$ cat src/rtl/uart_rx_frontend.sv
// uart_rx_frontend: 8N1 UART receiver with a one-entry
// valid/ready holding register, framing-error and overrun pulses.
module uart_rx_frontend #(
  parameter int CLKS_PER_BIT = 217,
  parameter int DATA_BITS    = 8
) (
  input  logic                 clk,
  input  logic                 rst_n,
  input  logic                 ena,
  input  logic                 rx_i,
  output logic [DATA_BITS-1:0] data_o,
  output logic                 valid_o,
  input  logic                 ready_i,
  output logic                 frame_err_o,
  output logic                 overrun_o,
  output logic                 busy_o
);

  localparam int CW = $clog2(CLKS_PER_BIT);
  localparam int IW = (DATA_BITS > 1) ? $clog2(DATA_BITS) : 1;
  localparam logic [CW-1:0] HALF = CW'(CLKS_PER_BIT / 2 - 1);
  localparam logic [CW-1:0] FULL = CW'(CLKS_PER_BIT - 1);
  localparam logic [IW-1:0] LAST = IW'(DATA_BITS - 1);

  typedef enum logic [2:0] {
    IDLE,
    START,
    DATA,
    STOP,
    WAIT_HIGH
  } state_t;

  state_t               state;
  state_t               state_nxt;
  logic                 rx_meta;
  logic                 rx_s;
  logic [CW-1:0]        cnt;
  logic [IW-1:0]        idx;
  logic [DATA_BITS-1:0] sr;
  logic                 cnt_zero;
  logic                 byte_done;
  logic                 fe_hit;
  logic                 bit_take;
  logic                 fe_q;
  logic                 ov_q;

  assign cnt_zero = (cnt == '0);

  // Two-flop synchroniser for the asynchronous RX pin, idle high.
  always_ff @(posedge clk) begin
    if (!rst_n) begin
      rx_meta <= 1'b1;
      rx_s    <= 1'b1;
    end else begin
      rx_meta <= rx_i;
      rx_s    <= rx_meta;
    end
  end

  // State register; busy tracks the state it is registered with.
  always_ff @(posedge clk) begin
    if (!rst_n) begin
      state  <= IDLE;
      busy_o <= 1'b0;
    end else begin
      state  <= state_nxt;
      busy_o <= (state_nxt != IDLE);
    end
  end

  // Next-state logic; dropping ena aborts any frame in flight.
  always_comb begin
    state_nxt = state;
    unique case (state)
      IDLE:      if (!rx_s) state_nxt = START;
      START:     if (cnt_zero) state_nxt = rx_s ? IDLE : DATA;
      DATA:      if (cnt_zero && idx == LAST) state_nxt = STOP;
      STOP:      if (cnt_zero) state_nxt = rx_s ? IDLE : WAIT_HIGH;
      WAIT_HIGH: if (rx_s) state_nxt = IDLE;
      default:   state_nxt = IDLE;
    endcase
    if (!ena) state_nxt = IDLE;
  end

  // Sample strobes decoded from the current state.
  always_comb begin
    byte_done = 1'b0;
    fe_hit    = 1'b0;
    bit_take  = 1'b0;
    if (ena && cnt_zero) begin
      byte_done = (state == STOP) && rx_s;
      fe_hit    = (state == STOP) && !rx_s;
      bit_take  = (state == DATA);
    end
  end

  // Bit timer, bit index and shift register.
  always_ff @(posedge clk) begin
    if (!rst_n) begin
      cnt <= '0;
      idx <= '0;
      sr  <= '0;
    end else if (!ena) begin
      cnt <= '0;
      idx <= '0;
    end else begin
      unique case (state)
        IDLE: begin
          if (!rx_s) cnt <= HALF;
        end
        START: begin
          if (!cnt_zero) begin
            cnt <= cnt - CW'(1);
          end else if (!rx_s) begin
            cnt <= FULL;
            idx <= '0;
          end
        end
        DATA: begin
          if (!cnt_zero) begin
            cnt <= cnt - CW'(1);
          end else begin
            sr[idx] <= rx_s;
            cnt     <= FULL;
            idx     <= idx + IW'(1);
          end
        end
        STOP: begin
          if (!cnt_zero) cnt <= cnt - CW'(1);
        end
        default: begin
          cnt <= '0;
        end
      endcase
    end
  end

  // One-entry holding register with valid/ready handshake.
  always_ff @(posedge clk) begin
    if (!rst_n) begin
      data_o  <= '0;
      valid_o <= 1'b0;
    end else if (byte_done && (!valid_o || ready_i)) begin
      data_o  <= sr;
      valid_o <= 1'b1;
    end else if (valid_o && ready_i) begin
      valid_o <= 1'b0;
    end
  end

  // Error pulses, registered to line up with valid.
  always_ff @(posedge clk) begin
    if (!rst_n) begin
      fe_q <= 1'b0;
      ov_q <= 1'b0;
    end else begin
      fe_q <= fe_hit;
      ov_q <= byte_done && valid_o && !ready_i;
    end
  end

  assign frame_err_o = fe_q && ena;
  assign overrun_o   = ov_q && ena;

endmodule

$ cat config.mk
export PLATFORM = sky130hd
export DESIGN_NAME = uart_rx_frontend
export DESIGN_NICKNAME = d
export VERILOG_FILES = /design/src/rtl/uart_rx_frontend.sv
export SDC_FILE = /design/constraint.sdc
export NUM_CORES = 1
export LEC_CHECK = 0
export BUFFER_PORTS_ARGS = -buffer_cell sky130_fd_sc_hd__buf_2
export CAP_MARGIN = 0
export CORE_MARGIN = 2
export CORE_UTILIZATION = 40
export DETAILED_ROUTE_END_ITERATION = 6
export PLACE_DENSITY = 0.54
export SETUP_SLACK_MARGIN = 0.1
export SLEW_MARGIN = 40
export SYNTH_ARGS = -nofsm -noshare
export SYNTH_HDL_FRONTEND = slang
export SYNTH_SLANG_ARGS = --single-unit
$ cat constraint.sdc
create_clock -name clk -period 4.1 [get_ports clk]
set_clock_uncertainty 0.05 [all_clocks]
set_input_delay 0.205 -clock clk [delete_from_list [all_inputs] [get_ports clk]]
set_output_delay 0.205 -clock clk [all_outputs]
set_load 0.005 [all_outputs]
==> flow_summary.yaml <==
outcome:
  outcome: "finished clean"
finish:
  regArea_um2: 720.7
  fillerInstances: 432
  antenna_cells: 0
  drive_above_1_share_pct: 15.00
  syn2layout_area_growth_pct: 9.426
  design_area_um2: 2004
  multi_input_area_um2: 1005
  final_nets: 228
timing:
  hold_viol_final: 0
  setup_viol: 0
  worstMarginPinSlew_ns: 0.7756
  slew-limit-headroom_pct: 47.82
  rsz0062_at_grt: "no"
  layout_worst_path_cycle_share_pct: 56.45
  fin_crit_ns: 2.314
  max_freq_ghz: 0.4321
  fin_setup_tns_ns: 0
  maxSlewViolCount: 0
pwr:
  p_per_area_nw_per_um2: 351.9
  internal_power_mw: 0.5461
  peakVddDrop_mv: 0.1605
  switching_share_pct: 22.57
  clock_power_share_pct: 43.6
  p_seq_share_pct: 50.5
  power_mw: 0.7053
  leakagePower_nw: 0.7298
  comb_power_share_pct: 5.9
  switchingPower_mw: 0.1591
floorplanning:
  die_x_um: 71.67
  ios: 17
  start_util_pct: 41.78
  dieArea_um2: 5137
  coreArea_um2: 4384
  die_y_um: 71.67
  fp-row-count: 24
logic_synthesis:
  synth_seq_cells: 36
  syn_area_um2: 1832
  yosysMostFrequentCell: "dfxtp_1"
  ys_warn_count: 0
  synthSimpleGateAreaFrac_pct: 26.09
  synthArstFlopShare_pct: 0
  synth_edf_count: 0
  yosysTopAreaCellShare_pct: 39.34
  synth_area_leaders: "dfxtp_1 (39%), mux2i_1 (4.4%), o21ai_0 (4.4%), nand3_1 (4.1%), a21oi_1 (3.8%)"
  ys.flop_type: "dfxtp_1"
  synth_common_cells: "dfxtp_1 (36), nand2_1 (18), o21ai_0 (16), nand3_1 (15), a21oi_1 (14)"
  syn_inst: 211
  seq_area_frac_synth_pct: 39.34
  synth_compound_area_share_pct: 20.56
  synth_top_family_by_area: "simple AND/OR/NAND/NOR gates"
  synth.area.mux_share_pct: 4.986
  synth_top_area_cell: "dfxtp_1"
  synthAdderAreaFrac_pct: 2.732
  synth_cell_types: 50
  synth_nets: 220
  syn_avg_cell_area_um2: 8.681
  synthXorXnorAreaFrac_pct: 0.4781
clock_network:
  clock-root-buffer: "clkbuf_8"
  clkTransAtPathRegs_ns: 0.07
  h-tree-depth: 2
  cts.sinks: 36
  hold_buffers: 0
  cts_setup_buffers: 0
  cts_buffer_depth: 2
  cts_buffers: 5
  clk_latency_ns: 0.28
  tritoncts: "built"
  postCtsResizedCells: 0
routing:
  drtPass1Iterations: 4
  vias: 1621
  drt_iter0_drc: 138
  routed_wl_um: 4151
  postRouteAntennaNets: 0
  drt-wirelength-per-cell_um: 15.26
  drc: 0
  vias_per_cell: 5.960
place:
  portBuffers: 16
  gp_congestion: 0.9016
  dp_hpwl_um: 2961
  dpl_cell_area_um2: 1897
critical_path:
  reg2regPathDepth: 6
  critical_path.startpoint: "cnt[0]$_SDFFE_PN0P_"
  arrival_ns: 2.48
  crit_type: "reg2reg"
  critPathLaunchType: "register"
  crit_fanout: 10
  timing.rr.start: "cnt[0]$_SDFFE_PN0P_"
  worstSetupEndpointType: "register"
  regToRegEndpoint: "data_o[3]$_SDFFE_PN0P_"
  worstPathRequired_ns: 4.27
  reg2reg_setup_slack_ns: 1.79
min_path:
  hold-path-endpoint: "rx_meta$_SDFF_PN1_"
  min_path_cells: 2
  hold_path.class: "in2reg"
  hp-start: "rx_i"
job:
  max_cap_viol_count: 0
global_routing:
  grt_overflow: 0
  grt_use_total_pct: 17.08
  grt_pass1_vias: 1398
  grt_max_degree: 23
  grt_first_pass_wirelength_um: 6975
  antenna_found_initial: 0
-- state kept, by name, indices dropped and copies added, names as in the netlist, 3 cells and up --
name / count
cnt: 8
data_o: 8
idx: 3
sr: 8
state: 3
-- worst max-delay path by stage --
stage | end | slack (ns) | cells past startpoint
after floorplan | data_o[0]$_SDFFE_PN0P_ | 2.20 | 7
after global placement | idx[0]$_SDFFE_PN0P_ | 1.88 | 6
after detailed placement | data_o[3]$_SDFFE_PN0P_ | 1.83 | 6
after CTS | data_o[3]$_SDFFE_PN0P_ | 1.81 | 6
after global routing | sr[4]$_SDFFE_PN0P_ | 1.56 | 6
final | data_o[3]$_SDFFE_PN0P_ | 1.79 | 6
-- stage by stage --
step	worst slack (ns)	hold WS (ns)	instances	util (%)
4_1_cts	1.808	0.03672	272	45.72
5_1_grt	1.558	0.04181	272	45.72
3_5_place_dp	1.828	0.3392	264	43.26
2_1_floorplan	2.205	0.2565	211	-
6_report	1.786	0.04504	272	45.72
3_3_place_gp	1.881	0.3373	264	43.26
-- placed cells by master (no fill, tap or decap), types with 2 or more instances in the layout --
| master | count |
|---|---|
| dfxtp_1 | 36 |
| nor3b_1 | 2 |
| clkbuf_8 | 5 |
| nand3_1 | 15 |
| buf_2 | 16 |
| a31oi_1 | 3 |
| or2_2 | 2 |
| and2_1 | 3 |
| inv_1 | 7 |
| nand2b_1 | 5 |
| o21ai_0 | 16 |
| nand4_1 | 4 |
| o2111ai_1 | 2 |
| mux2i_1 | 8 |
| a21boi_1 | 8 |
| nand2_1 | 18 |
| a21oi_1 | 14 |
| nand3b_1 | 2 |
| nor2_1 | 9 |
| o31ai_1 | 2 |
| o41ai_1 | 2 |
| nor4_1 | 4 |
| ha_1 | 4 |
| nor3_1 | 6 |
-- power groups by stage --
stage | sequential, mW | clock [mW] | combinational, mW
final | 0.356 | 0.308 | 0.0413
after global routing | 0.357 | 0.333 | 0.0457
after CTS | 0.356 | 0.315 | 0.0406
after detailed placement | 0.364 | 0 | 0.0405
after global placement | 0.364 | 0 | 0.0404
after floorplan | 0.362 | 0 | 0.0345
-- layer usage --
| layer | routed length (um) | vias to the layer above | share of wire (%) | track usage, % |
|---|---|---|---|---|
| met3 | 234 | 2 | 5.6 | 2.954 |
| li1 | - | 799 | - | - |
| met5 | 0 | - | 0 | 0 |
| met2 | 1737 | 49 | 42 | 23.56 |
| met1 | 2162 | 771 | 52 | 26.81 |
| met4 | 17 | 0 | 0.41 | 5.031 |
-- area by class of cell --
class                   instances  share of cell area (%)
inverters                       7                   1.311
well taps                      52                   3.246
clock inverters                 2                   1.748
repair buffers                 16                   3.995
multi-input cells             153                   50.12
flip-flops and latches         36                   35.96
clock buffers                   6                   3.620
-- cell families after synthesis --
| family | Yosys count |
|---|---|
| and+or+nand+nor | 81 |
| xor gates and xnor gates | 1 |
| AOI/OAI and AO/OA | 58 |
| DFF | 36 |
| muxes | 9 |
| buffers and inverters | 22 |
| adders and majority gates | 4 |
-- critical path, cell delays in order (launching register included) --
cell and delay (ns):
dfxtp_1 0.33, inv_1 0.11, ha_1 0.17, or4b_1 0.69
nor4_4 0.58, nand3_1 0.15, a21boi_1 0.16
Note: power is estimated with default switching activity, not from simulation.
